<file path="config.mk">
export PLATFORM = sky130hd
export DESIGN_NAME = ber_exp_sampler_flat
export DESIGN_NICKNAME = d
export VERILOG_FILES = /design/src/rtl/ber_exp_sampler_if.sv /design/src/rtl/ber_exp_sampler.sv /design/src/flat_wrapper.sv
export SDC_FILE = /design/constraint.sdc
export NUM_CORES = 1
export LEC_CHECK = 0
export BUFFER_PORTS_ARGS = -buffer_cell sky130_fd_sc_hd__buf_2
export CAP_MARGIN = 20
export CORE_ASPECT_RATIO = 1.75
export CORE_MARGIN = 10
export CORE_UTILIZATION = 25
export DETAILED_ROUTE_END_ITERATION = 6
export PLACE_DENSITY = 0.5
export SLEW_MARGIN = 20
export SYNTH_ARGS = -nofsm -noshare
export SYNTH_HDL_FRONTEND = slang
export SYNTH_SLANG_ARGS = --single-unit
</file>
<file path="constraint.sdc">
create_clock -name clk -period 4.9 [get_ports clk]
set_input_delay 0.245 -clock clk [delete_from_list [all_inputs] [get_ports clk]]
set_output_delay 0.245 -clock clk [all_outputs]
set_load 0.03 [all_outputs]
</file>
<file path="src/rtl/ber_exp_sampler_if.sv">
// ber_exp_sampler_if: request, approxexp, random-byte and result channels of the Bernoulli sampler (stats ports with BER_EXP_STATS_EN)
interface ber_exp_sampler_if #(
  parameter int Z_W = 64
`ifdef BER_EXP_STATS_EN
  , parameter int STAT_CNT_W = 16
`endif
);
  logic           in_val, in_rdy;
  logic [Z_W-1:0] r_i, ccs_i;
  logic [6:0]     s_i;
  logic           exp_din_val, exp_din_rdy;
  logic [Z_W-1:0] exp_x_o, exp_ccs_o;
  logic           exp_dout_val, exp_dout_rdy;
  logic [Z_W-1:0] exp_i;
  logic           rnd_val, rnd_rdy;
  logic [7:0]     rnd_byte;
  logic           dout_val, dout_rdy, accept_o;
`ifdef BER_EXP_STATS_EN
  logic [STAT_CNT_W-1:0] stat_req_o, stat_acc_o, stat_bytes_o;
`endif
  modport master (
`ifdef BER_EXP_STATS_EN
    output stat_req_o, stat_acc_o, stat_bytes_o,
`endif
    input  in_val, r_i, s_i, ccs_i, exp_din_rdy, exp_dout_val, exp_i, rnd_val, rnd_byte, dout_rdy,
    output in_rdy, exp_din_val, exp_x_o, exp_ccs_o, exp_dout_rdy, rnd_rdy, dout_val, accept_o
  );
  modport slave (
`ifdef BER_EXP_STATS_EN
    input  stat_req_o, stat_acc_o, stat_bytes_o,
`endif
    output in_val, r_i, s_i, ccs_i, exp_din_rdy, exp_dout_val, exp_i, rnd_val, rnd_byte, dout_rdy,
    input  in_rdy, exp_din_val, exp_x_o, exp_ccs_o, exp_dout_rdy, rnd_rdy, dout_val, accept_o
  );
endinterface

</file>
<file path="src/rtl/ber_exp_sampler.sv">
// ber_exp_sampler: Bernoulli sampler; z = (2*exp-1)>>min(s,63) compared MSB-first to random bytes (ports: clk, rst, bus.master; BER_EXP_STATS_EN adds counters)
module ber_exp_sampler #(
  parameter int Z_W = 64
`ifdef BER_EXP_STATS_EN
  , parameter int STAT_CNT_W = 16
`endif
) (
  input logic clk,
  input logic rst,
  ber_exp_sampler_if.master bus
);
  typedef enum logic [2:0] {IDLE, REQ, WAIT, ZCALC, CMP, DONE} state_t;
  state_t         state;
  logic [Z_W-1:0] r_q, ccs_q, exp_q, z_q;
  logic [5:0]     s_q;
  logic [2:0]     idx;
  logic [7:0]     zb;
  logic           rnd_hs;
  assign zb = z_q[{idx, 3'b000} +: 8];
  assign rnd_hs = bus.rnd_val && bus.rnd_rdy;
  assign bus.exp_x_o = r_q;
  assign bus.exp_ccs_o = ccs_q;
  always_ff @(posedge clk) begin
    if (rst) begin
      state <= IDLE;
      bus.in_rdy <= 1'b1;
      bus.exp_din_val <= 1'b0;
      bus.exp_dout_rdy <= 1'b0;
      bus.rnd_rdy <= 1'b0;
      bus.dout_val <= 1'b0;
      bus.accept_o <= 1'b0;
      r_q <= '0;
      ccs_q <= '0;
      exp_q <= '0;
      z_q <= '0;
      s_q <= '0;
      idx <= '0;
    end else begin
      case (state)
        IDLE: if (bus.in_val && bus.in_rdy) begin
          r_q <= bus.r_i;
          ccs_q <= bus.ccs_i;
          s_q <= (bus.s_i > 7'd63) ? 6'd63 : bus.s_i[5:0];
          bus.in_rdy <= 1'b0;
          bus.exp_din_val <= 1'b1;
          state <= REQ;
        end
        REQ: if (bus.exp_din_rdy) begin
          bus.exp_din_val <= 1'b0;
          bus.exp_dout_rdy <= 1'b1;
          state <= WAIT;
        end
        WAIT: if (bus.exp_dout_val) begin
          exp_q <= bus.exp_i;
          bus.exp_dout_rdy <= 1'b0;
          state <= ZCALC;
        end
        ZCALC: begin
          // exp_q = 0 wraps to all-ones before the shift
          z_q <= ((exp_q << 1) - 1'b1) >> s_q;
          idx <= 3'd7;
          bus.rnd_rdy <= 1'b1;
          state <= CMP;
        end
        CMP: if (rnd_hs) begin
          if (bus.rnd_byte != zb || idx == 3'd0) begin
            bus.accept_o <= bus.rnd_byte < zb;
            bus.rnd_rdy <= 1'b0;
            bus.dout_val <= 1'b1;
            state <= DONE;
          end else idx <= idx - 3'd1;
        end
        DONE: if (bus.dout_rdy) begin
          bus.dout_val <= 1'b0;
          bus.accept_o <= 1'b0;
          bus.in_rdy <= 1'b1;
          state <= IDLE;
        end
        default: state <= IDLE;
      endcase
    end
  end
`ifdef BER_EXP_STATS_EN
  always_ff @(posedge clk) begin
    if (rst) begin
      bus.stat_req_o <= '0;
      bus.stat_acc_o <= '0;
      bus.stat_bytes_o <= '0;
    end else begin
      if (state == DONE && bus.dout_rdy && !(&bus.stat_req_o)) bus.stat_req_o <= bus.stat_req_o + 1'b1;
      if (state == DONE && bus.dout_rdy && bus.accept_o && !(&bus.stat_acc_o)) bus.stat_acc_o <= bus.stat_acc_o + 1'b1;
      if (state == CMP && rnd_hs && !(&bus.stat_bytes_o)) bus.stat_bytes_o <= bus.stat_bytes_o + 1'b1;
    end
  end
`endif
endmodule

</file>
<file path="src/flat_wrapper.sv">
// flat-port wrapper written by rule: the top's interface ports become plain ports
module ber_exp_sampler_flat 
#(
  parameter int Z_W = 64

)
  (clk, rst, bus_in_val, bus_r_i, bus_s_i, bus_ccs_i, bus_exp_din_rdy, bus_exp_dout_val, bus_exp_i, bus_rnd_val, bus_rnd_byte, bus_dout_rdy, bus_in_rdy, bus_exp_din_val, bus_exp_x_o, bus_exp_ccs_o, bus_exp_dout_rdy, bus_rnd_rdy, bus_dout_val, bus_accept_o);
  ber_exp_sampler_if #(.Z_W(Z_W)) bus_i ();
  input logic clk;
  input logic rst;
  input wire logic [$bits(bus_i.in_val)-1:0] bus_in_val;
  input wire logic [$bits(bus_i.r_i)-1:0] bus_r_i;
  input wire logic [$bits(bus_i.s_i)-1:0] bus_s_i;
  input wire logic [$bits(bus_i.ccs_i)-1:0] bus_ccs_i;
  input wire logic [$bits(bus_i.exp_din_rdy)-1:0] bus_exp_din_rdy;
  input wire logic [$bits(bus_i.exp_dout_val)-1:0] bus_exp_dout_val;
  input wire logic [$bits(bus_i.exp_i)-1:0] bus_exp_i;
  input wire logic [$bits(bus_i.rnd_val)-1:0] bus_rnd_val;
  input wire logic [$bits(bus_i.rnd_byte)-1:0] bus_rnd_byte;
  input wire logic [$bits(bus_i.dout_rdy)-1:0] bus_dout_rdy;
  output wire logic [$bits(bus_i.in_rdy)-1:0] bus_in_rdy;
  output wire logic [$bits(bus_i.exp_din_val)-1:0] bus_exp_din_val;
  output wire logic [$bits(bus_i.exp_x_o)-1:0] bus_exp_x_o;
  output wire logic [$bits(bus_i.exp_ccs_o)-1:0] bus_exp_ccs_o;
  output wire logic [$bits(bus_i.exp_dout_rdy)-1:0] bus_exp_dout_rdy;
  output wire logic [$bits(bus_i.rnd_rdy)-1:0] bus_rnd_rdy;
  output wire logic [$bits(bus_i.dout_val)-1:0] bus_dout_val;
  output wire logic [$bits(bus_i.accept_o)-1:0] bus_accept_o;
  assign bus_i.in_val = bus_in_val;
  assign bus_i.r_i = bus_r_i;
  assign bus_i.s_i = bus_s_i;
  assign bus_i.ccs_i = bus_ccs_i;
  assign bus_i.exp_din_rdy = bus_exp_din_rdy;
  assign bus_i.exp_dout_val = bus_exp_dout_val;
  assign bus_i.exp_i = bus_exp_i;
  assign bus_i.rnd_val = bus_rnd_val;
  assign bus_i.rnd_byte = bus_rnd_byte;
  assign bus_i.dout_rdy = bus_dout_rdy;
  assign bus_in_rdy = bus_i.in_rdy;
  assign bus_exp_din_val = bus_i.exp_din_val;
  assign bus_exp_x_o = bus_i.exp_x_o;
  assign bus_exp_ccs_o = bus_i.exp_ccs_o;
  assign bus_exp_dout_rdy = bus_i.exp_dout_rdy;
  assign bus_rnd_rdy = bus_i.rnd_rdy;
  assign bus_dout_val = bus_i.dout_val;
  assign bus_accept_o = bus_i.accept_o;
  ber_exp_sampler #(.Z_W(Z_W)) u_core (.clk(clk), .rst(rst), .bus(bus_i));
endmodule
</file>
==> reports/results.tsv <==
stage	metric	value	unit
outcome	outcome	finished clean	
clock_tree	cts-buffers-inserted	29	
sta	fin_tns_setup	0	ns
yosys	synthAdderAreaFrac	0.836	%
floorplanning	start_util	25.2	%
clock_tree	clkLatencyLatePin	0.62	ns
global_route	grt_max_degree	130	
placement	numPortBuffers	346	
route	drc	0	
power_and_ir_drop	pwr_density_cell	773	nW/um^2
final_layout	final_common_cell	nand2_1	
power_and_ir_drop	ir_drop	0.000408	V
route	drt-initial-drc-count	1309	
clock_tree	cts_sinks	273	
global_route	grt_use_total	19.2	%
final_layout	finalNetCount	2871	
critical_path	r2r_start	u_core.exp_q[48]	
route	highest_layer	met5	
placement	hpwl	59.5	mm
route	postRouteAntennaNets	0	
sta	worst_slack	0.268	ns
placement	gp_congestion	0.979	
worst_hold_path	min_from	bus_s_i[4]	
route	num_vias	18511	
sta	rsz0062_at_grt	no	
critical_path	crit_path_start_kind	flop	
power_and_ir_drop	p_leak	9.19	nW
yosys	synth_edf_count	0	
placement	dp_cells	3301	
route	m1WireLength	27.5	mm
final_layout	design_area	22400	um^2
critical_path	critPathMaxStageDelay	0.87	ns
floorplanning	die_height	360	um
critical_path	cp_data_arrival_time	5.20	ns
critical_path	path_buf_inv	0	
yosys	ys_seq_area_share	33.2	%
clock_tree	clk_root_buffer_cell	clkbuf_16	
floorplanning	dieArea	76900	um^2
final_layout	fin_cells	3554	
route	postRouteWirelength	77.4	mm
route	dr_wl_met2	40.5	mm
critical_path	crit_top_cell	or4_1	
yosys	ys_ff_latch	273	
yosys	synth_compound_area_share	24.9	%
sta	hold_viol_final	0	
placement	place_area	19300	um^2
sta	relSlewSlack	30.5	%
yosys	async_flop_share	0	%
yosys	ys_warn_count	0	
power_and_ir_drop	p_total	17.3	mW
clock_tree	clk_pin_slew	0.07	ns
global_route	grt_pass1_vias	18411	
route	wire_per_inst	21.8	um
global_route	grt.overflow.total	0	
critical_path	cp.required	5.46	ns
global_route	antenna_found_initial	6	
yosys	ys.flop_type	dfxtp_1	
yosys	synthesis.area	16500	um^2
sta	finClkSkew	0.0216	ns
sta	max_freq	216	MHz
yosys	synth_mux_area_share	10.1	%
critical_path	crit_slowest_cell	a211oi_1	
final_layout	mostFrequentLayoutCells	488 x nand2_1, 345 x buf_2, 269 x dfxtp_1	
sta	final_period_minus_worst_setup_slack	4.63	ns
route	wl_met3	3.66	mm
floorplanning	fp-row-count	124	
critical_path	crit_start	u_core.exp_q[48]	
clock_tree	cts_tree	yes	
yosys	synthCells	2168	
flow_run	cap_violations	0	
critical_path	crit_fanout	8	
floorplanning	die_w	214	um
yosys	synthesis.nets	2393	
yosys	synth_simple_gate_area_share	24.0	%
yosys	ys_types	87	
sta	tightest_slew	1.04	ns
critical_path	endpoint_kind	flop	
sta	slew_viol_final	0	
critical_path	crit_path_cell_trace	or4_1, or4b_1, or4_1, nor4b_1, nor2_1, mux2_2, a211oi_1, o21ai_0, nand2_1	
clock_tree	post_cts_buffers	0	
clock_tree	cts.path.max_buffers	3	
critical_path	critPathTopFamily	simple AND/OR/NAND/NOR gates	
yosys	syn_area_per_cell	7.60	um^2
yosys	synthXorXnorAreaFrac	2.39	%
sta	fin_crit_sh	94.5	%
worst_hold_path	hold_path_class	in -> reg	
critical_path	crit_type	reg -> reg	
global_route	grt_pass1_wl	117	mm
yosys	synth_top_family_by_area	compound AO/OA/AOI/OAI gates	
route	firstDrtPassIters	5	
floorplanning	core_area	65300	um^2
placement	pre_cts_ws	0.390	ns
final_layout	layout-drive-gt1-share	22.0	%
final_layout	n_fill_cell	7027	
clock_tree	htreeDepth	1	
floorplanning	io_pins	348	
final_layout	area_growth	35.8	%
route	viasPerCell	5.21	
sta	final-setup-viol-count	0	
final cells by class:
| type | count | area (um^2) | share of cell area [%] |
|---|---|---|---|
| antenna | 3 | 7.51 | 0.0336 |
| clock buffer | 36 | 812 | 3.63 |
| clock inverter | 18 | 275 | 1.23 |
| inverter | 17 | 63.8 | 0.285 |
| multi-input combinational | 1695 | 10300 | 45.9 |
| sequential | 273 | 5470 | 24.5 |
| tap | 882 | 1100 | 4.93 |
| timing repair buffer | 630 | 4380 | 19.6 |
flip-flops by register name, indices dropped and copies added, names as in the netlist:
register / count
u_core.bus.dout_val: 1
u_core.exp_q: 63
u_core.bus.exp_dout_rdy: 1
u_core.bus.accept_o: 1
u_core.state: 3
u_core.bus.exp_din_val: 1
u_core.bus.exp_ccs_o: 64
u_core.bus.exp_x_o: 64
u_core.idx: 3
u_core.s_q: 6
u_core.z_q: 64
u_core.bus.rnd_rdy: 1
u_core.bus.in_rdy: 1
worst min-delay path, cell delays in order:
cell	delay, ns
buf_2	0.08
nor3_1	0.08
a211oi_1	0.20
path summary, 6_finish.rpt:
kind | end | slack (ns) | cells past startpoint
max reg2reg | u_core.z_q[30] | 0.27 | 9
max | u_core.z_q[30] | 0.27 | 9
min reg2reg | u_core.bus.exp_x_o[8] | 0.45 | 2
min | u_core.s_q[4] | 0.05 | 3
synthesized netlist by cell type (21+ instances only):
cell / instances / area (um^2)
a211oi_1: 38 / 285
a21oi_1: 248 / 1240
a22oi_1: 24 / 180
clkbuf_1: 161 / 604
dfxtp_1: 273 / 5470
mux2_2: 33 / 372
mux2i_1: 63 / 631
mux4_2: 29 / 653
nand2_1: 489 / 1840
nand3_1: 21 / 105
nor2_1: 155 / 582
nor3_1: 49 / 245
nor4_1: 36 / 225
o21ai_0: 79 / 395
o22ai_1: 30 / 188
or3_1: 22 / 138
xnor2_1: 31 / 272
metrics by stage:
step	utilization (%)	hold WS, ns
2_1_floorplan	-	0.381
3_3_place_gp	29.6	0.439
3_5_place_dp	29.6	0.443
4_1_cts	34.2	0.0324
5_1_grt	34.2	0.0781
6_report	34.2	0.0520
layer usage:
layer  vias up  track usage, %
met3       219            2.69
met4         6            13.1
li1       8841               -
met5         -               0
met1      8768            19.6
met2       677            35.6
cells by family after synthesis:
family                     count (synthesis)
DFF                                      273
and+or+nand+nor                          881
adders and majority gates                 11
buffers and inverters                    200
xor gates and xnor gates                  45
AOI/OAI and AO/OA                        633
muxes                                    125
power breakdown:
group | switching, mW | internal, mW
combinational | 7.73 | 4.19
sequential | 0.279 | 2.57
clock | 1.03 | 1.50
timing repair:
item / 4_1_cts / 5_1_grt
hold endpoints to repair: 196 / 0
resized for setup: 0 / 0
hold buffers: 196 / 0
(Power assumes the default switching activity.)
